## config.mk

```make
export PLATFORM = sky130hd
export DESIGN_NAME = vic_host_bridge
export DESIGN_NICKNAME = d
export VERILOG_FILES = /design/src/rtl/vic_host_bridge.sv
export SDC_FILE = /design/constraint.sdc
export NUM_CORES = 1
export LEC_CHECK = 0
export ABC_CLOCK_PERIOD_IN_PS = 2750
export BUFFER_PORTS_ARGS = -buffer_cell sky130_fd_sc_hd__buf_2
export CORE_MARGIN = 2
export CORE_UTILIZATION = 34
export CTS_BUF_LIST = sky130_fd_sc_hd__clkbuf_8
export DETAILED_ROUTE_END_ITERATION = 7
export SETUP_SLACK_MARGIN = 0.5
export SLEW_MARGIN = 20
export SYNTH_ARGS = -nofsm -noshare
export SYNTH_HDL_FRONTEND = slang
export SYNTH_SLANG_ARGS = --single-unit
```

## constraint.sdc

```tcl
create_clock -name i_clk -period 2.75 [get_ports i_clk]
set_input_delay 0.275 -clock i_clk [delete_from_list [all_inputs] [get_ports i_clk]]
set_output_delay 0.275 -clock i_clk [all_outputs]
set_load 0.005 [all_outputs]
```

## src/rtl/vic_host_bridge.sv

```systemverilog
// Byte-wide host front end for vic_registers: queues byte reads/writes in a small
// FIFO and serializes each one into a low-nibble then high-nibble register access.
module vic_host_bridge #(
    parameter int FIFO_DEPTH = 4
) (
    input  logic       i_clk,
    input  logic       i_rst_n,
    input  logic [3:0] i_addr,
    input  logic [7:0] i_wdata,
    input  logic       i_wr,
    input  logic       i_rd,
    output logic [7:0] o_rdata,
    output logic       o_rvalid,
    output logic       o_full,
    output logic       o_busy,
    output logic       o_ovf,
    output logic       o_err,
    output logic [4:0] o_VIC_regaddr,
    output logic [3:0] o_VIC_data,
    output logic       o_VIC_we,
    output logic       o_VIC_re,
    input  logic [3:0] i_VIC_data,
    output logic [2:0] o_dbg_state
);
    localparam int AW = (FIFO_DEPTH > 1) ? $clog2(FIFO_DEPTH) : 1;
    localparam int CW = AW + 1;

    typedef enum logic [2:0] {
        IDLE   = 3'd0,
        WR_LO  = 3'd1,
        WR_HI  = 3'd2,
        RD_LO  = 3'd3,
        RD_HI  = 3'd4,
        RD_CAP = 3'd5
    } state_t;

    state_t        state, state_nxt;
    logic [12:0]   mem [FIFO_DEPTH];
    logic [12:0]   head;
    logic [AW-1:0] wr_ptr, rd_ptr;
    logic [CW-1:0] count, count_nxt;
    logic [11:0]   cmd;
    logic [3:0]    lo_nib;
    logic          req, fifo_full, push, pop;

    // Handshake: a request is a one-cycle i_wr/i_rd strobe; it is taken when the
    // FIFO was not full at the start of the cycle, otherwise dropped and flagged.
    assign req       = i_wr | i_rd;
    assign fifo_full = (count == CW'(FIFO_DEPTH));
    assign push      = req & ~fifo_full;
    assign pop       = (state == IDLE) && (count != '0);
    assign count_nxt = count + CW'(push) - CW'(pop);
    assign head      = mem[rd_ptr];
    assign o_dbg_state = state;

    always_ff @(posedge i_clk) begin
        if (push) mem[wr_ptr] <= {i_rd & ~i_wr, i_addr, i_wdata};
    end

    always_comb begin
        state_nxt     = state;
        o_VIC_we      = 1'b0;
        o_VIC_re      = 1'b0;
        o_VIC_regaddr = 5'd0;
        o_VIC_data    = 4'd0;
        case (state)
            IDLE:   if (pop) state_nxt = head[12] ? RD_LO : WR_LO;
            WR_LO: begin
                o_VIC_we      = 1'b1;
                o_VIC_regaddr = {cmd[11:8], 1'b0};
                o_VIC_data    = cmd[3:0];
                state_nxt     = WR_HI;
            end
            WR_HI: begin
                o_VIC_we      = 1'b1;
                o_VIC_regaddr = {cmd[11:8], 1'b1};
                o_VIC_data    = cmd[7:4];
                state_nxt     = IDLE;
            end
            RD_LO: begin
                o_VIC_re      = 1'b1;
                o_VIC_regaddr = {cmd[11:8], 1'b0};
                state_nxt     = RD_HI;
            end
            RD_HI: begin
                o_VIC_re      = 1'b1;
                o_VIC_regaddr = {cmd[11:8], 1'b1};
                state_nxt     = RD_CAP;
            end
            RD_CAP:  state_nxt = IDLE;
            default: state_nxt = IDLE;
        endcase
    end

    // Read nibbles arrive one cycle after their re, hence capture in RD_HI/RD_CAP.
    always_ff @(posedge i_clk or negedge i_rst_n) begin
        if (!i_rst_n) begin
            state    <= IDLE;
            wr_ptr   <= '0;
            rd_ptr   <= '0;
            count    <= '0;
            cmd      <= '0;
            lo_nib   <= '0;
            o_rdata  <= '0;
            o_rvalid <= 1'b0;
            o_full   <= 1'b0;
            o_busy   <= 1'b0;
            o_ovf    <= 1'b0;
            o_err    <= 1'b0;
        end else begin
            state    <= state_nxt;
            count    <= count_nxt;
            o_full   <= (count_nxt == CW'(FIFO_DEPTH));
            o_busy   <= (count_nxt != '0) || (state_nxt != IDLE);
            o_ovf    <= req & fifo_full;
            o_err    <= i_wr & i_rd;
            o_rvalid <= (state == RD_CAP);
            if (push) wr_ptr <= wr_ptr + 1'b1;
            if (pop) begin
                rd_ptr <= rd_ptr + 1'b1;
                cmd    <= head[11:0];
            end
            if (state == RD_HI) lo_nib <= i_VIC_data;
            if (state == RD_CAP) o_rdata <= {i_VIC_data, lo_nib};
        end
    end
endmodule

```

**After elaboration in Yosys (flattened, before gate mapping)**

Memory sizes are Yosys's and may differ from the RTL's.
Cells that the tools add are included.

- Equality and inequality tests: 7
- Bitwise operators: 7
- Reductions and logical operators: 10
- Add/subtract/negate cells: 4
- Multiplexer cells: 9

Operators by type and width:

| kind | count |
|---|---|
| $eq 3x3->1 const B | 4 |
| $pmux 3 s4 | 1 |
| $pmux 5 s2 | 1 |
| $reduce_bool 3->1 | 3 |
| $pmux 4 s2 | 1 |
| $reduce_or 2->1 | 4 |
| $eq 3x2->1 const B | 2 |
| $add 2x1->2 const B | 2 |
| $and 1x1->1 | 4 |
| $mux 1 | 4 |
| $add 3x1->3 | 1 |
| $eq 3x1->1 const B | 1 |
| $logic_not 3->1 | 1 |
| $mux 3 | 1 |
| $sub 3x1->3 | 1 |
| $mux 2 | 1 |
| $not 1->1 | 2 |
| $logic_and 1x1->1 | 1 |
| $logic_or 1x1->1 | 1 |
| $or 1x1->1 | 1 |

- Memories: 1
- RAM bits: 52
- Logic and storage cells: 50
- Input port bits: 20
- Output and inout bits: 27
- Bits in registers: 39

Memories:

| memory | depth | bits a word | rd ports | clocked after Yosys merged registers in | write ports | line | text |
|---|---|---|---|---|---|---|---|
| mem | 4 | 13 | 1 | 0 | 1 | 38 | `logic [12:0] mem [FIFO_DEPTH];` |

**Longest topological paths before layout**

- Word-level depth: 7
- Mapped depth: 11
- Gate-level depth less buffers: 9

**Worst setup path after synthesis**

No wires, ideal clock.

- Path type: register to register
- Start point: register count[2]
- End point: register o_busy
- Buffers on the path: 1
- Data required time: 2.620 ns
- Setup time: 0.130 ns
- Setup slack: 0.415 ns
- Arrival: 2.205 ns
- Period minus slack after synthesis: 2.335 ns
- Stages on the path, launching flop included: 11
- Path through: dfrtp_1 -> or3_4 -> nand2_2 -> buf_6 -> xnor2_1 -> ha_1 -> inv_1 -> fa_1 -> xor2_1 -> xnor2_1 -> nand3b_1

- Word-level cells in the longest chain between the ends: 7
- Elaborated cells on any way between the ends: 12
- Those cells by class: add/sub: 2; eq/ne: 1; mux: 2; bitwise: 2; reduce/logical: 5

Ends and longest elaborated chain:

| what | line | text |
|---|---|---|
| start, declared | 41 | `logic [CW-1:0] count, count_nxt;` |
| start signal, assigned | 112 | `count <= count_nxt;` |
| $eq 3x3->1 | 49 | `assign fifo_full = (count == CW'(FIFO_DEPTH));` |
| $not 1->1 | 50 | `assign push = req & ~fifo_full;` |
| $and 1x1->1 | 50 |  |
| $add 3x1->3 | 52 | `assign count_nxt = count + CW'(push) - CW'(pop);` |
| $sub 3x1->3 | 52 |  |
| $reduce_bool 3->1 | 114 | `o_busy <= (count_nxt != '0) \|\| (state_nxt != IDLE);` |
| $logic_or 1x1->1 * | 114 |  |
| end signal, assigned | 114 |  |
| end, declared | 15 | `output logic o_busy,` |

Every way passes the cells marked *; elsewhere a longest branch is shown, timed or not.
A chain may end at the register's enable or synchronous reset.

**Worst setup path in the final report**

- Start point: register count[1]
- End point: register o_busy

Same word-level chain as after synthesis.

==> impl_results.md <==
* # H-tree levels at 3
* Critical Path Fanout Max at 4
* Layout cells sized above 1 at 44.1%
* Final TNS setup at 0 ns
* Clock power share at 18.9%
* Design area at 4320 sq um
* Yosys cell types at 29
* Critical path buffer and inverter count at 1
* Top Family by Delay on Critical Path: simple AND/OR/NAND/NOR gates
* Combinational power share at 38.6%
* Area Growth Syn to Fin at 18.9%
* DR WL/cell at 15.7 microns
* Top area cells in the synthesized netlist: edfxtp_1 (43%), dfrtp_1 (27%), mux2_2 (7.7%)
* Worst Tran Pin Value at 0.857 ns
* # fillers at 957
* Grt total ovfl at 0
* Crit path launch: count[1]$_DFF_PN0_
* Die Ht at 107 microns
* Final wirelength at 6.36 mm
* Mapped Cells at 203
* Leading area contributor after synthesis: edfxtp_1
* Min Clock Period, post-route at 2.20 ns
* Commonest cells after routing, fill and taps aside: edfxtp_1 (52), buf_2 (46), dfrtp_1 (38)
* Met1 GRT Util at 14.7%
* CTS tree: yes
* Post-DP HPWL at 4.18 mm
* Ys async rst share at 42.9%
* Hold_buf cts at 0
* Slowest library cell on the worst path: or3_4
* Initial DRC count at 48
* Starting density of the core at 35.1%
* Synth top area share at 43.0%
* CTS sink cnt at 91
* Crit Path Category: reg2reg
* Post-synth EDFFs at 52
* Slew headroom at 42.9%
* Final setup margin at 0.545 ns
* Ant. Diodes at 0
* Final ANT Viol Nets at 0
* Clock transition at path regs at 0.08 ns
* RSZ-0062 raised after global routing: true
* Post-route DRC at 0
* CP Cell Sequence: or3_4 > nand2_8 > xnor2_2 > ha_2 > inv_2 > fa_2 > xor2_1 > xnor2_1 > nand3b_1
* CP required at 2.99 ns
* Nets at 291
* Status: finished, final reports clean
* Syn_area_per_cell at 17.9 sq um
* Chip width at 107 microns
* First-pass DRT Iterations at 5
* Port Buf Inserts at 46
* Num CTS Buffers at 9
* Peak supply drop at 403 uV
* Placed cell area at 4050 sq um
* CP peak stage delay at 0.45 ns
* Initial antenna violation count at 0
* Via count at 1880
* Max-cap violation count at 0
* Syn_nets at 229
* Top_reg_cell synth: edfxtp_1
* Root Driver: clkbuf_8
* Reg power frac at 42.5%
* Gr usage total at 12.0%
* Post-synthesis instance area at 3630 sq um
* R2r startpoint: count[1]$_DFF_PN0_
* Period utilisation layout at 80.2%
* Post-synthesis register bit count at 91
* Via/cell ratio at 4.63
* Yosys warns at 0
* Largest net degree at the start of global routing at 40
* Routability-driven placement congestion ratio at 0.671
* Psw at 1.65 mW
* Clock buffer depth at 2
* Min-Delay Path Class: in2async
* Startpoint types: flip-flop
* Commonest non-fill, non-tap cell in the layout: edfxtp_1
* CP endpoint kind: flip-flop
* Sw Share at 31.6%
* First-pass GRT wire length at 10.3 mm
* Sequential area share after synthesis at 69.8%
* Hold Slack at 0.0255 ns
* Setup-failing EPs final at 0
* Clk_skew at 0.0104 ns
* Internal power at 3.58 mW
* Peak Freq at 0.454 GHz
* Leak pwr at 1.74 nW
* I/O pin count at 47
* Worst slack, placed at 0.325 ns
* Clock latency at the later pin of the worst-skew pair at 0.35 ns
* Max Slew Vio Count at 0
* Non-Filler Instances at 406
* # rows at 37
* Global Route met2 Usage at 20.3%
* Vias in the first global route at 1943
* PwrDens at 1210 nW/um^2
* CP arrival at 2.44 ns
* Dpl cells at 385
* GR peak layer: met2
* GR met3 Demand/Resource at 3.63%
* Die area at 11500 sq um
* Core area at 10400 sq um
* Hold Vio Cnt, Final at 0
-- per-stage QoR --
stage | utilization, % | total power [mW]
2_1_floorplan | - | 3.62
3_3_place_gp | 39.0 | 4.18
3_5_place_dp | 39.0 | 4.25
4_1_cts | 41.4 | 5.30
5_1_grt | 41.7 | 5.61
6_report | 41.7 | 5.24
-- path summary, 6_finish.rpt --
path	cells after the start	to	slack, ns
max reg2reg	9	o_busy$_DFF_PN0_	0.55
max	9	o_busy$_DFF_PN0_	0.55
max in group asynchronous	1	o_dbg_state[1]$_DFF_PN0_	2.13
min reg2reg	1	o_rdata[5]$_DFFE_PN0P_	0.51
min	1	o_ovf$_DFF_PN0_	0.03
min in group i_clk	1	mem[0][8]$_DFFE_PP_	0.13
-- cell families after synthesis --
logic type                 synth area share (%)
AOI/OAI and AO/OA                          1.96
muxes                                      16.0
and+or+nand+nor                            5.58
xor gates and xnor gates                   1.93
adders and majority gates                  2.27
buffers and inverters                      2.44
DFF                                        69.8
-- layer usage --
metal / up-vias / wire length [microns]
li1: 876 / -
met1: 947 / 2840
met2: 47 / 3070
met3: 10 / 340
met4: 0 / 101
met5: - / 0
-- cells in the mapped netlist, types with 2 or more instances --
cell type and n:
xnor2_1 7, and2_1 9, nand3b_1 2, inv_1 7, mux2_2 25, nor2b_1 4
buf_6 2, dfrtp_1 39, buf_2 4, a21oi_1 2, a22oi_1 4, edfxtp_1 52
ha_1 5, a21o_1 2, mux4_2 11, nor2_1 13, nor3_2 2, mux4_1 2
-- state kept, by name, summed over array words and instances, names as in the netlist, 2 cells and up --
register	flops
count	3
mem	52
o_dbg_state	3
cmd	12
lo_nib	4
wr_ptr	2
rd_ptr	2
o_rdata	8
-- area by class of cell --
class | count | area [sq um] | share of cell area [%]
clock inverters | 6 | 86.3 | 2.00
multi-input cells | 98 | 1040 | 24.1
clock buffers | 10 | 138 | 3.19
flip-flops and latches | 91 | 2540 | 58.8
inverters | 7 | 26.3 | 0.608
well taps | 136 | 170 | 3.94
repair buffers | 58 | 320 | 7.41
-- repair_timing --
item,in CTS,in global routing
buffers inserted,2,3
pin swaps,2,7
gates resized for setup,1,2
setup endpoints to repair,3,3
-- power groups by stage --
stage          Sequential (mW)  Clock, mW  Combinational (mW)
5_1_grt                   2.29       1.08                2.24
6_report                  2.23      0.988                2.02
4_1_cts                   2.24       1.03                2.03
3_3_place_gp              2.25          0                1.92
3_5_place_dp              2.28          0                1.97
2_1_floorplan             2.18          0                1.44
(Power assumes the default switching activity.)
